`config.mk`:
```
export PLATFORM = sky130hd
export DESIGN_NAME = mstq_arbiter
export DESIGN_NICKNAME = d
export VERILOG_FILES = /design/src/rtl/mstq_arbiter.sv
export SDC_FILE = /design/constraint.sdc
export NUM_CORES = 1
export LEC_CHECK = 0
export CAP_MARGIN = 40
export CELL_PAD_IN_SITES_DETAIL_PLACEMENT = 0
export CELL_PAD_IN_SITES_GLOBAL_PLACEMENT = 1
export CORE_ASPECT_RATIO = 0.75
export CORE_MARGIN = 2
export CORE_UTILIZATION = 30
export CTS_CLUSTER_DIAMETER = 200
export CTS_CLUSTER_SIZE = 25
export DETAILED_ROUTE_END_ITERATION = 6
export PLACE_DENSITY = 0.81
export SYNTH_ARGS = -nofsm -noshare
export SYNTH_HDL_FRONTEND = slang
export SYNTH_SLANG_ARGS = --single-unit
```
`constraint.sdc`:
```
create_clock -name pcie_clk -period 3.2 [get_ports pcie_clk]
set_clock_uncertainty 0.2 [all_clocks]
set_input_delay 0.48 -clock pcie_clk [delete_from_list [all_inputs] [get_ports pcie_clk]]
set_output_delay 0.48 -clock pcie_clk [all_outputs]
set_load 0.005 [all_outputs]
```
`src/rtl/mstq_arbiter.sv`:
```
// Packet-granular round-robin arbiter feeding the master write FIFO.
// Two TLP sources, grant locked per packet, junk discard and error status.
module mstq_arbiter #(
  parameter int CntWidth = 16
) (
  input  logic                pcie_clk,
  input  logic                sys_rst,
  input  logic                p0_vld,
  input  logic [17:0]         p0_dat,
  output logic                p0_rdy,
  input  logic                p1_vld,
  input  logic [17:0]         p1_dat,
  output logic                p1_rdy,
  output logic [17:0]         mst_din,
  output logic                mst_wr_en,
  input  logic                mst_full,
  output logic [1:0]          grant,
  output logic [CntWidth-1:0] pkt_cnt0,
  output logic [CntWidth-1:0] pkt_cnt1,
  output logic [1:0]          err,
  input  logic                err_clr
);

  // State encoding doubles as the one-hot grant vector
  localparam logic [1:0] S_IDLE = 2'b00;
  localparam logic [1:0] S_PKT0 = 2'b01;
  localparam logic [1:0] S_PKT1 = 2'b10;

  logic [1:0]          r_state;
  logic                r_last;
  logic                r_first;
  logic [CntWidth-1:0] r_cnt0;
  logic [CntWidth-1:0] r_cnt1;
  logic [1:0]          r_err;

  logic        w_idle;
  logic [1:0]  w_cand;
  logic [1:0]  w_junk;
  logic        w_pick1;
  logic        w_vld;
  logic [17:0] w_dat;
  logic        w_wr;
  logic        w_eop;
  logic        w_sop_err;
  logic [1:0]  w_err_set;

  assign w_idle  = (r_state == S_IDLE);
  assign w_cand  = {p1_vld & p1_dat[17], p0_vld & p0_dat[17]};
  assign w_junk  = {p1_vld & ~p1_dat[17], p0_vld & ~p0_dat[17]}
                 & {2{w_idle}};
  assign w_pick1 = w_cand[1] & (~w_cand[0] | ~r_last);

  always_comb begin
    w_vld = 1'b0;
    w_dat = '0;
    unique case (1'b1)
      r_state[0]: begin
        w_vld = p0_vld;
        w_dat = p0_dat;
      end
      r_state[1]: begin
        w_vld = p1_vld;
        w_dat = p1_dat;
      end
      default: ;
    endcase
  end

  assign w_wr      = ~w_idle & w_vld & ~mst_full;
  assign w_eop     = w_wr & w_dat[16];
  assign w_sop_err = w_wr & w_dat[17] & ~r_first;
  assign w_err_set = w_junk | ({2{w_sop_err}} & r_state);

  assign mst_wr_en = w_wr;
  assign mst_din   = w_wr ? w_dat : 18'd0;
  assign p0_rdy    = r_state[0] ? ~mst_full : w_junk[0];
  assign p1_rdy    = r_state[1] ? ~mst_full : w_junk[1];
  assign grant     = r_state;
  assign pkt_cnt0  = r_cnt0;
  assign pkt_cnt1  = r_cnt1;
  assign err       = r_err;

  always_ff @(posedge pcie_clk) begin
    if (sys_rst) begin
      r_state <= S_IDLE;
      r_last  <= 1'b1;
      r_first <= 1'b0;
      r_cnt0  <= '0;
      r_cnt1  <= '0;
      r_err   <= 2'b00;
    end else begin
      r_err <= (r_err & ~{2{err_clr}}) | w_err_set;
      if (w_idle) begin
        if (|w_cand) begin
          r_state <= w_pick1 ? S_PKT1 : S_PKT0;
          r_last  <= w_pick1;
          r_first <= 1'b1;
        end
      end else begin
        if (w_wr)
          r_first <= 1'b0;
        if (w_eop) begin
          r_state <= S_IDLE;
          if (r_state[0])
            r_cnt0 <= r_cnt0 + 1'b1;
          else
            r_cnt1 <= r_cnt1 + 1'b1;
        end
      end
    end
  end

endmodule
```
==> results of run 1 <==
-- stage by stage --
stage | cells | setup slack (ns) | total power (W) | util
finish | 434 | 0.129 | 0.00101 | 0.494
global route | 434 | 0.00588 | 0.00106 | 0.494
CTS | 434 | 0.121 | 0.00102 | 0.494
detailed placement | 426 | 0.138 | 0.000676 | 0.480
global placement | 426 | 0.155 | 0.000677 | 0.480
floorplan | 258 | 0.805 | 0.000577 | -
-- sequential cells by signal, summed over array words and instances, names as in the netlist --
register,count
r_last,1
err,2
pkt_cnt1,16
grant,2
r_first,1
pkt_cnt0,16
-- power groups by stage --
stage / clock network [W] / logic [W] / registers [W]
after floorplan: 0 / 0.0000806 / 0.000497
after global placement: 0 / 0.000177 / 0.000500
after detailed placement: 0 / 0.000176 / 0.000500
after CTS: 0.000350 / 0.000178 / 0.000489
after global routing: 0.000373 / 0.000193 / 0.000490
final: 0.000340 / 0.000177 / 0.000489
-- worst min-delay path, delay by kind of cell (launching register included) --
family             cells  cell delay (ns)
DFF                    1             0.32
AOI/OAI and AO/OA      1             0.05
and+or+nand+nor        1             0.05
-- worst paths after layout --
path | startpoint | endpoint | slack [ns] | cells after the start
max | p1_vld | mst_din[6] | 0.13 | 5
min | r_first | r_first | 0.27 | 2
max reg2reg | grant[0] | pkt_cnt0[15] | 0.65 | 5
min reg2reg | r_first | r_first | 0.27 | 2
-- kinds of logic (layout without fill, tap and decap cells) --
logic type / after synthesis / in the layout / synth area share
xor gates and xnor gates: 12 / 12 / 0.0516
and+or+nand+nor: 114 / 114 / 0.298
muxes: 2 / 2 / 0.00983
DFF: 38 / 38 / 0.374
adders and majority gates: 2 / 2 / 0.0123
buffers and inverters: 24 / 119 / 0.0486
AOI/OAI and AO/OA: 66 / 66 / 0.206
-- synthesized netlist by cell type, drive strengths merged --
| library cell | n | area share |
|---|---|---|
| nor4 | 6 | 0.018 |
| nand4b | 4 | 0.017 |
| nor2 | 32 | 0.059 |
| inv | 6 | 0.011 |
| a31oi | 3 | 0.0092 |
| buf | 6 | 0.015 |
| nand3 | 7 | 0.017 |
| and4b | 1 | 0.0049 |
| or4 | 9 | 0.033 |
| a2111o | 1 | 0.0055 |
| or4b | 1 | 0.0049 |
| nand3b | 2 | 0.0074 |
| ha | 2 | 0.012 |
| nand2b | 3 | 0.0092 |
| nor3 | 2 | 0.0049 |
| and4 | 2 | 0.0086 |
| o31ai | 9 | 0.033 |
| nand2 | 21 | 0.039 |
| dfxtp | 38 | 0.37 |
| a22o | 1 | 0.0043 |
| clkbuf | 12 | 0.023 |
| nor3b | 1 | 0.0037 |
| and3 | 3 | 0.0092 |
| mux2i | 2 | 0.0098 |
| a22oi | 19 | 0.073 |
| o21ai | 10 | 0.025 |
| nor2b | 1 | 0.0031 |
| or2 | 2 | 0.0061 |
| nand4 | 6 | 0.018 |
| a21oi | 23 | 0.057 |
| xor2 | 3 | 0.013 |
| or3 | 11 | 0.034 |
| xnor2 | 9 | 0.039 |
-- routing by layer --
metal / track usage / part of all wire
met1: 0.227 / 0.51
met2: 0.243 / 0.44
met3: 0.0349 / 0.045
met4: 0.0411 / 0.0078
met5: 0 / 0
-- cell usage in the layout, fill, tap and decap left out, drive strengths merged, types with 7 or more instances in the layout --
cell	Yosys	layout
a21oi	23	23
a22oi	19	19
buf	6	7
clkbuf	12	7
clkdlybuf4s50	0	98
dfxtp	38	38
nand2	21	21
nand3	7	7
nor2	32	32
o21ai	10	10
o31ai	9	9
or3	11	11
or4	9	9
xnor2	9	9
-- area by class of cell --
| type | instances | area (um2) |
|---|---|---|
| Clock buffer | 7 | 86.3 |
| Clock inverter | 1 | 5.00 |
| Fill cell | 628 | 3260 |
| Inverter | 6 | 22.5 |
| Multi-Input combinational cell | 196 | 1180 |
| Sequential cell | 38 | 761 |
| Tap cell | 81 | 101 |
| Timing Repair Buffer | 105 | 1030 |
==> metrics.md, run 1 <==
| Metric | Value |
|---|---|
| Hold/Removal Path Class | `reg2reg` |
| TNS Setup | `0 ns` |
| Area Growth Syn to Fin | `56.5%` |
| Clock tree from TritonCTS | `yes` |
| WL per Instance | `14.2 um` |
| Yosys cell types | `37` |
| N_diodes | `0` |
| CTS Buffer Depth | `2` |
| Setup CP Type | `in2out` |
| First-pass GRT wire length | `9.60 mm` |
| DR iter-0 viols | `126` |
| HPWL Detailed | `approximately 4.6 mm` |
| CTS Buf Count | `5` |
| Least-Margin Pin Slew | `about 0.53 ns` |
| Via-to-Cell Ratio | `5.14` |
| Critical path required time | `about 2.5 ns` |
| Min Hold Slack | `approximately 0.27 ns` |
| Sequential area share after synthesis | `0.374` |
| Drt first pass iters | `4` |
| Final Cell Area | `3190 um2` |
| Leakage power total | `~1 nW` |
| Worst path bufs/invs | `2` |
| Port bufs | `a little under 100` |
| Number of global-route vias before repair | `just over 2000` |
| Fin nets | `396` |
| Status | `finished clean` |
| Fin. max-slew vios | `0` |
| Floorplan row count | `25` |
| Synth warnings | `0` |
| Most used cell, CP | `clkdlybuf4s50_1` |
| Post-route minimum period | `3.07 ns` |
| Worst path cell trace | `clkdlybuf4s50_1, a22oi_1, or2_2, nor2_1, clkdlybuf4s50_1` |
| RSZ-0062 raised after global routing | `false` |
| Critical path's slowest cell | `clkdlybuf4s50_1` |
| Clk slew on worst S/H paths | `~0.070 ns` |
| Worst setup EP type | `output pin` |
| CP Max Fanout | `19` |
| Int Power | `0.000753 W` |
| Number of buffers added for setup after CTS | `0` |
| Total number of H-tree levels | `2` |
| Sw Share | `0.252` |
| Combinational share of power | `0.176` |
| Die Width | `99.1 um` |
| Clock Sinks | `38` |
| Starting density of the core | `0.316` |
| Io pins | `99` |
| CTS root buffer | `clkbuf_8` |
| Post-CTS sizing | `0` |
| Power Density | `approximately 320 nW/um2` |
| Final GP Congestion | `0.834` |
| Initial antenna violation count | `0` |
| Routed WL | `6.16 mm` |
| Final Hold Viols | `0` |
| Die Footprint | `7470 um2` |
| Synthesized flop and latch total | `38` |
| Max_cap viols | `0` |
| Layout cells sized above 1 | `0.0482` |
| Final ANT Viol Nets | `0` |
| Arrival time worst endpoint | `2.39 ns` |
| Switching power | `~0.00025 W` |
| Dpl cell area | `3090 um2` |
| Register share of total power | `0.486` |
| Finish-stage setup viols | `0` |
| Cells after Synth | `258` |
| Fmax | `0.326 GHz` |
| CP Launch Type | `input port` |
| Worst skew pair latency | `0.28 ns` |
| DRC | `0` |
| Syn_area_per_cell | `7.89 um2` |
| Worst rel slew slack | `0.641` |
| Hold_buf cts | `0` |
| Total grt overflow | `0` |
| Area of the mapped netlist | `2040 um2` |
| Via count | `2229` |
| Peak VDD IR | `0.000161 V` |
| Slowest Stage Delay on Critical Path | `0.58 ns` |
| Final Cycle Share | `0.960` |
| Core region area | `between 6000 and 7000 um2` |
| Die extent in y | `75.3 um` |
| Largest delay share family, worst path | `buffers and inverters` |
| Clock power frac | `0.338` |
| Net count after synthesis | `302` |
| Total track usage | `0.158` |
| Pin count of the biggest net entering global routing | `39` |
Power figures use the tool's default switching activity.
==> run 2: changes to the inputs <==
--- a/config.mk
+++ b/config.mk
@@ -14,6 +14,7 @@
 export CTS_CLUSTER_DIAMETER = 200
 export CTS_CLUSTER_SIZE = 25
 export DETAILED_ROUTE_END_ITERATION = 6
+export GPL_TIMING_DRIVEN = 0
 export PLACE_DENSITY = 0.81
 export SYNTH_ARGS = -nofsm -noshare
 export SYNTH_HDL_FRONTEND = slang
==> constraint.sdc (replaced) <==
create_clock -name pcie_clk -period 3.2 [get_ports pcie_clk]
set_clock_uncertainty 0.2 [all_clocks]
set_input_delay 0.48 -clock pcie_clk [delete_from_list [all_inputs] [get_ports pcie_clk]]
set_output_delay 0.48 -clock pcie_clk [all_outputs]
set_load 0.02 [all_outputs]
==> run 2 against run 1 <==
  * Non-clock buffer count is 8 higher
  * Wire length is 4.8% higher
  * Final cell count is 1.6% higher
==> metrics.md, run 2 (synthesis gave the netlist of run 1 again) <==
| Metric | Value |
|---|---|
| Status | `finished clean` |
| Worst setup EP type | `output pin` |
| Layout cells sized above 1 | `0.0611 (+0.0130)` |
| Critical path required time | `2.52 ns (about the same)` |
| Multi-input logic area | `1180 um2 (+0.64%)` |
| Clock power frac | `0.381 (+0.043)` |
| Die Footprint | `7470 um2 (unchanged)` |
| Register share of total power | `0.440 (-0.046)` |
| TNS Setup | `0 ns (unchanged)` |
| Pin count of the biggest net entering global routing | `12 (-69%)` |
| Fmax | `0.327 GHz (+0.43%)` |
| Total track usage | `0.172 (+0.0134)` |
| Max_cap viols | `0 (unchanged)` |
| Most common cell after layout, fill and taps aside | `clkdlybuf4s50_1` |
| Floorplan row count | `25 (unchanged)` |
| Crit path from | `p0_vld` |
| Least-Margin Pin Slew | `0.595 ns (+0.0608 ns)` |
| CTS root buffer | `clkbuf_8` |
| Drt first pass iters | `4 (unchanged)` |
| First-pass GRT wire length | `10.3 mm (+7.0%)` |
| Clock Sinks | `38 (unchanged)` |
| Fillers | `639 (+1.8%)` |
| CTS Buf Count | `5 (unchanged)` |
| FF/Latch Area | `761 um2 (unchanged)` |
| Initial antenna violation count | `0 (unchanged)` |
| Leakage power total | `1.04 nW (+3.4%)` |
| Inst Count DP | `435 (+2.1%)` |
| Dpl cell area | `3100 um2 (+0.12%)` |
| Fin nets | `404 (+2.0%)` |
| Final Cycle Share | `0.955 (-0.00413)` |
| Worst rel slew slack | `0.604 (-0.0372)` |
| RSZ-0062 raised after global routing | `false` |
| Area Growth Syn to Fin | `58.1%` |
| HPWL Detailed | `4.97 mm (+9.3%)` |
| CTS Buffer Depth | `2 (unchanged)` |
| Worst Hold Launch | `r_first` |
| Combinational share of power | `0.178 (+0.002)` |
| Int Power | `0.000828 W (+10%)` |
| CP Launch Type | `input port` |
| Finish-stage setup viols | `0 (unchanged)` |
| Sw Share | `0.251 (-0.000937)` |
| Final Cell Area | `3220 um2 (+1.0%)` |
| CP Max Fanout | `10 (-9)` |
| Final Hold Viols | `0 (unchanged)` |
| RR Startpoint | `grant[0]` |
| Most used cell, CP | `clkdlybuf4s50_1` |
| Slowest Stage Delay on Critical Path | `0.61 ns (+0.03 ns)` |
| Final ANT Viol Nets | `0 (unchanged)` |
| Worst path bufs/invs | `3 (+1)` |
| Largest delay share family, worst path | `buffers and inverters` |
| Final Non-Filler Cells | `441 (+1.6%)` |
| DR iter-0 viols | `161 (+28%)` |
| Fin. max-slew vios | `0 (unchanged)` |
| Routed WL | `6.45 mm (+4.8%)` |
| Total number of H-tree levels | `2 (unchanged)` |
| WL per Instance | `14.6 um (+3.1%)` |
| Via-to-Cell Ratio | `5.15 (+0.27%)` |
| Worst skew pair latency | `0.29 ns (about the same)` |
| Via count | `2271 (+1.9%)` |
| Clock tree from TritonCTS | `yes` |
| Port bufs | `96 (-2.0%)` |
| N_diodes | `0 (unchanged)` |
| Setup CP Type | `in2out` |
| Starting density of the core | `0.316 (unchanged)` |
| Critical path's slowest cell | `clkdlybuf4s50_1` |
| Power Density | `344 nW/um2 (+8.8%)` |
| Die extent in y | `75.3 um (unchanged)` |
| Commonest cells after routing, fill and taps aside | `93 x clkdlybuf4s50_1, 38 x dfxtp_1, 32 x nor2_1` |
| Hold/Removal Path Class | `reg2reg` |
| Die Width | `99.1 um (unchanged)` |
| Number of global-route vias before repair | `2096 (+4.2%)` |
| Io pins | `99 (unchanged)` |
| Core region area | `6440 um2 (unchanged)` |
| Final GP Congestion | `0.784 (-5.9%)` |
| Worst path cell trace | `clkdlybuf4s50_1, a22oi_2, or2_4, buf_2, nor2_1, clkdlybuf4s50_1` |
| Peak VDD IR | `0.000148 V (-7.9%)` |
| Switching power | `0.000278 W (+9.5%)` |
| DRC | `0 (unchanged)` |
| Min Hold Slack | `0.273 ns (-0.00169 ns)` |
| Total grt overflow | `0 (unchanged)` |
| Post-route minimum period | `3.06 ns (-0.0132 ns)` |
| Arrival time worst endpoint | `2.38 ns (about the same)` |
| Clk slew on worst S/H paths | `0.07 ns (about the same)` |
-- run 2: changes by cell type in the layout (fill, tap and decap cells not counted), sizes merged --
cell / previous run / this run
clkdlybuf4s50: 98 / 93
clkinv: 1 / 0
bufinv: 0 / 1
dlygate4sd2: 0 / 3
clkbuf: 7 / 18
buf: 7 / 5
-- run 2: power groups by stage --
stage                     sequential (W)  combinational, W  clock [W]
after CTS                       0.000487          0.000198   0.000428
after global routing            0.000488          0.000217   0.000452
after global placement          0.000498          0.000194          0
final                           0.000487          0.000197   0.000422
after floorplan                 0.000502         0.0000896          0
after detailed placement        0.000498          0.000196          0
-- run 2: timing repair --
| item | in CTS | in global routing |
|---|---|---|
| endpoints found under the setup margin | 18 | 8 |
| setup buffers | 0 | 0 |
| hold buffers | 0 | 0 |
| gates resized for setup | 8 | 5 |
-- run 2: worst register-to-register path, cell delays in order (launching register included) --
cell and delay [ns]:
dfxtp_1 0.46, buf_4 0.23, nand4b_1 0.10, or4b_1 0.53, buf_2 0.22, or3_1 0.32
a21oi_1 0.14
-- run 2: cell type report --
type | count | area share
plain buffers | 17 | 0.0249
clock inverters | 1 | 0.00933
repair buffers | 96 | 0.297
inverters | 6 | 0.00700
clock buffers | 6 | 0.0257
flip-flops and latches | 38 | 0.236
well taps | 81 | 0.0315
multi-input cells | 196 | 0.368
-- run 2: final timing paths --
check	slack, ns	depth (start not counted)	to
setup / recovery	0.14	6	mst_din[12]
hold / removal	0.27	2	r_first
setup reg to reg	0.94	6	pkt_cnt0[7]
hold reg to reg	0.27	2	r_first
-- run 2: layer usage --
layer  vias up  GRT usage  wire length (um)  part of all wire
met5         -          0                 0                 0
met1      1044      0.249              3170              0.49
met2        68      0.254              2870              0.45
met4         0     0.0426                29            0.0045
met3         2     0.0486               381             0.059
li1       1157          -                 -                 -
-- run 2: per-stage QoR --
| step | power, W | worst slack (ns) | util |
|---|---|---|---|
| finish | 0.00111 | 0.142 | 0.499 |
| global route | 0.00116 | 0.0207 | 0.499 |
| global placement | 0.000692 | -0.449 | 0.481 |
| detailed placement | 0.000694 | -0.421 | 0.481 |
| floorplan | 0.000592 | 0.727 | - |
| CTS | 0.00111 | 0.0136 | 0.499 |
==> run 3: changes to the inputs <==
--- a/config.mk
+++ b/config.mk
@@ -11,7 +11,7 @@
 export CORE_ASPECT_RATIO = 0.75
 export CORE_MARGIN = 2
 export CORE_UTILIZATION = 30
-export CTS_CLUSTER_DIAMETER = 200
+export CTS_CLUSTER_DIAMETER = 150
 export CTS_CLUSTER_SIZE = 25
 export DETAILED_ROUTE_END_ITERATION = 6
 export GPL_TIMING_DRIVEN = 0
==> constraint.sdc (replaced) <==
create_clock -name pcie_clk -period 3.75 [get_ports pcie_clk]
set_clock_uncertainty 0.2 [all_clocks]
set_input_delay 0.5625 -clock pcie_clk [delete_from_list [all_inputs] [get_ports pcie_clk]]
set_output_delay 0.5625 -clock pcie_clk [all_outputs]
set_load 0.02 [all_outputs]
==> run 3 against run 2 <==
  * Total power fell by 15%
  * Cell area shrank 0.31%
  * Final cell count unchanged
  * First-iteration DRC count is 3.1% higher
  * Sequential share of layout area grew 0.074 points
==> metrics.md, run 3 (synthesis gave the netlist of run 1 again) <==
| Metric | Value |
|---|---|
| CTS Buffer Depth | `2 (unchanged)` |
| Worst path cell trace | `clkdlybuf4s50_1, a22oi_1, or2_2, buf_2, nor2_1, clkdlybuf4s50_1` |
| Via count | `2258 (-0.57%)` |
| Number of global-route vias before repair | `2094 (-0.095%)` |
| N_diodes | `0 (unchanged)` |
| Clock Sinks | `38 (unchanged)` |
| Initial antenna violation count | `0 (unchanged)` |
| Setup CP Type | `in2out` |
| Dpl cell area | `3100 um2 (unchanged)` |
| HPWL Detailed | `4.97 mm (unchanged)` |
| Status | `finished clean` |
| CTS root buffer | `clkbuf_8` |
| Routed WL | `6.47 mm (+0.25%)` |
| Die Footprint | `7470 um2 (unchanged)` |
| Largest delay share family, worst path | `buffers and inverters` |
| Via-to-Cell Ratio | `5.12 (-0.57%)` |
| Most common cell after layout, fill and taps aside | `clkdlybuf4s50_1` |
| Critical path's slowest cell | `clkdlybuf4s50_1` |
| DR iter-0 viols | `166 (+3.1%)` |
| Peak VDD IR | `0.000125 V (-16%)` |
| Slowest Stage Delay on Critical Path | `0.63 ns (+0.02 ns)` |
| Overall power | `0.000940 W (-15%)` |
| Fillers | `642 (+0.47%)` |
| DRC | `0 (unchanged)` |
| Total grt overflow | `0 (unchanged)` |
| Leakage power total | `1.01 nW (-3.1%)` |
| Critical path required time | `2.99 ns (+0.47 ns)` |
| Final GP Congestion | `0.784 (unchanged)` |
| Least-Margin Pin Slew | `0.582 ns (-0.0122 ns)` |
| Max_cap viols | `0 (unchanged)` |
| Die Width | `99.1 um (unchanged)` |
| Port bufs | `96 (unchanged)` |
| Area Growth Syn to Fin | `57.6%` |
| Fmax | `0.294 GHz` |
| Layout cells sized above 1 | `0.0444 (-0.0167)` |
| Arrival time worst endpoint | `2.64 ns (+0.26 ns)` |
| Total track usage | `0.172 (unchanged)` |
| Io pins | `99 (unchanged)` |
| CP Max Fanout | `10 (unchanged)` |
| Most used cell, CP | `clkdlybuf4s50_1` |
| Worst skew pair latency | `0.29 ns (about the same)` |
| Core region area | `6440 um2 (unchanged)` |
| Starting density of the core | `0.316 (unchanged)` |
| Final Hold Viols | `0 (unchanged)` |
| Clk slew on worst S/H paths | `0.07 ns (about the same)` |
| RSZ-0062 raised after global routing | `false` |
| Floorplan row count | `25 (unchanged)` |
| Pin count of the biggest net entering global routing | `12 (unchanged)` |
| Fin. max-slew vios | `0 (unchanged)` |
| Finish-stage setup viols | `0 (unchanged)` |
| Fin nets | `404 (unchanged)` |
| Clock tree from TritonCTS | `yes` |
| Number of buffers added for setup after CTS | `0 (unchanged)` |
| Commonest cells after routing, fill and taps aside | `96 x clkdlybuf4s50_1, 38 x dfxtp_1, 32 x nor2_1` |
| Total number of H-tree levels | `2 (unchanged)` |
| Power Density | `293 nW/um2 (-15%)` |
| CP Launch Type | `input port` |
| Worst path bufs/invs | `3 (unchanged)` |
| Die extent in y | `75.3 um (unchanged)` |
| Drt first pass iters | `4 (unchanged)` |
| First-pass GRT wire length | `10.3 mm (-0.14%)` |
| Worst rel slew slack | `0.612 (+0.00815)` |
| WL per Instance | `14.7 um (+0.25%)` |
| Final ANT Viol Nets | `0 (unchanged)` |
| Final Cell Area | `3210 um2 (-0.31%)` |
| Worst setup EP type | `output pin` |
| Final Util | `0.498 (-0.00155)` |
| Hold/Removal Path Class | `reg2reg` |
| Post-route minimum period | `3.41 ns` |
| CTS Buf Count | `5 (unchanged)` |
| Final Cycle Share | `0.909` |
run 3: cell count changes in the layout (fill, tap and decap cells not counted), sizes merged:
cell	change
buf	+1
clkbuf	-1
clkdlybuf4s50	+3
dlygate4sd2	-3
run 3: final timing paths:
path / startpoint / to / slack [ns] / cells after the start
hold reg to reg: r_first / r_first / 0.27 / 2
setup / recovery: p0_vld / mst_din[9] / 0.34 / 6
setup reg to reg: grant[0] / pkt_cnt0[7] / 1.50 / 6
hold / removal: r_first / r_first / 0.27 / 2
run 3: layout make-up:
class | count | area, um2 | area share
multi-input combinational | 196 | 1180 | 0.367
timing repair buffer | 96 | 961 | 0.300
sequential | 38 | 761 | 0.237
tap | 81 | 101 | 0.0316
clock buffer | 6 | 82.6 | 0.0257
buffer | 17 | 73.8 | 0.0230
clock inverter | 1 | 30.0 | 0.00936
inverter | 6 | 22.5 | 0.00702
run 3: worst register-to-register path, cell delays in order (launching register included):
cell      delay, ns
dfxtp_1        0.46
buf_4          0.22
nand4b_1       0.10
or4b_1         0.53
buf_2          0.22
or3_1          0.32
a21oi_1        0.14
run 3: what timing repair did:
item | CTS | global route
hold buffers | 0 | 0
gates resized for setup | 1 | 0
hold endpoints to repair | 0 | 0
endpoints found under the setup margin | 10 | 10
cloned | 0 | 0
run 3: metrics by stage:
stage	instances	hold WS, ns	setup TNS (ns)	worst slack [ns]
2_1_floorplan	258	0.237	0	1.11
3_3_place_gp	435	0.250	-0.449	-0.0641
3_5_place_dp	435	0.260	-0.200	-0.0359
4_1_cts	442	0.272	0	0.0993
5_1_grt	441	0.308	0	0.141
6_report	441	0.274	0	0.343
run 3: power breakdown:
part / internal, W / switching, W / leakage, nW
Sequential: 0.000410 / 0.00000561 / 0.307
Combinational: 0.0000821 / 0.0000837 / 0.645
Clock: 0.000213 / 0.000146 / 0.0573
Total: 0.000705 / 0.000235 / 1.01
run 3: routing by layer:
layer  wire [um]  global-route usage  vias to the layer above  part of all wire
met5           0                   0                        -                 0
met4          29              0.0426                        0            0.0045
met3         351              0.0486                        2             0.054
met2        2890               0.255                       58              0.45
met1        3200               0.248                     1044              0.49
li1            -                   -                     1154                 -
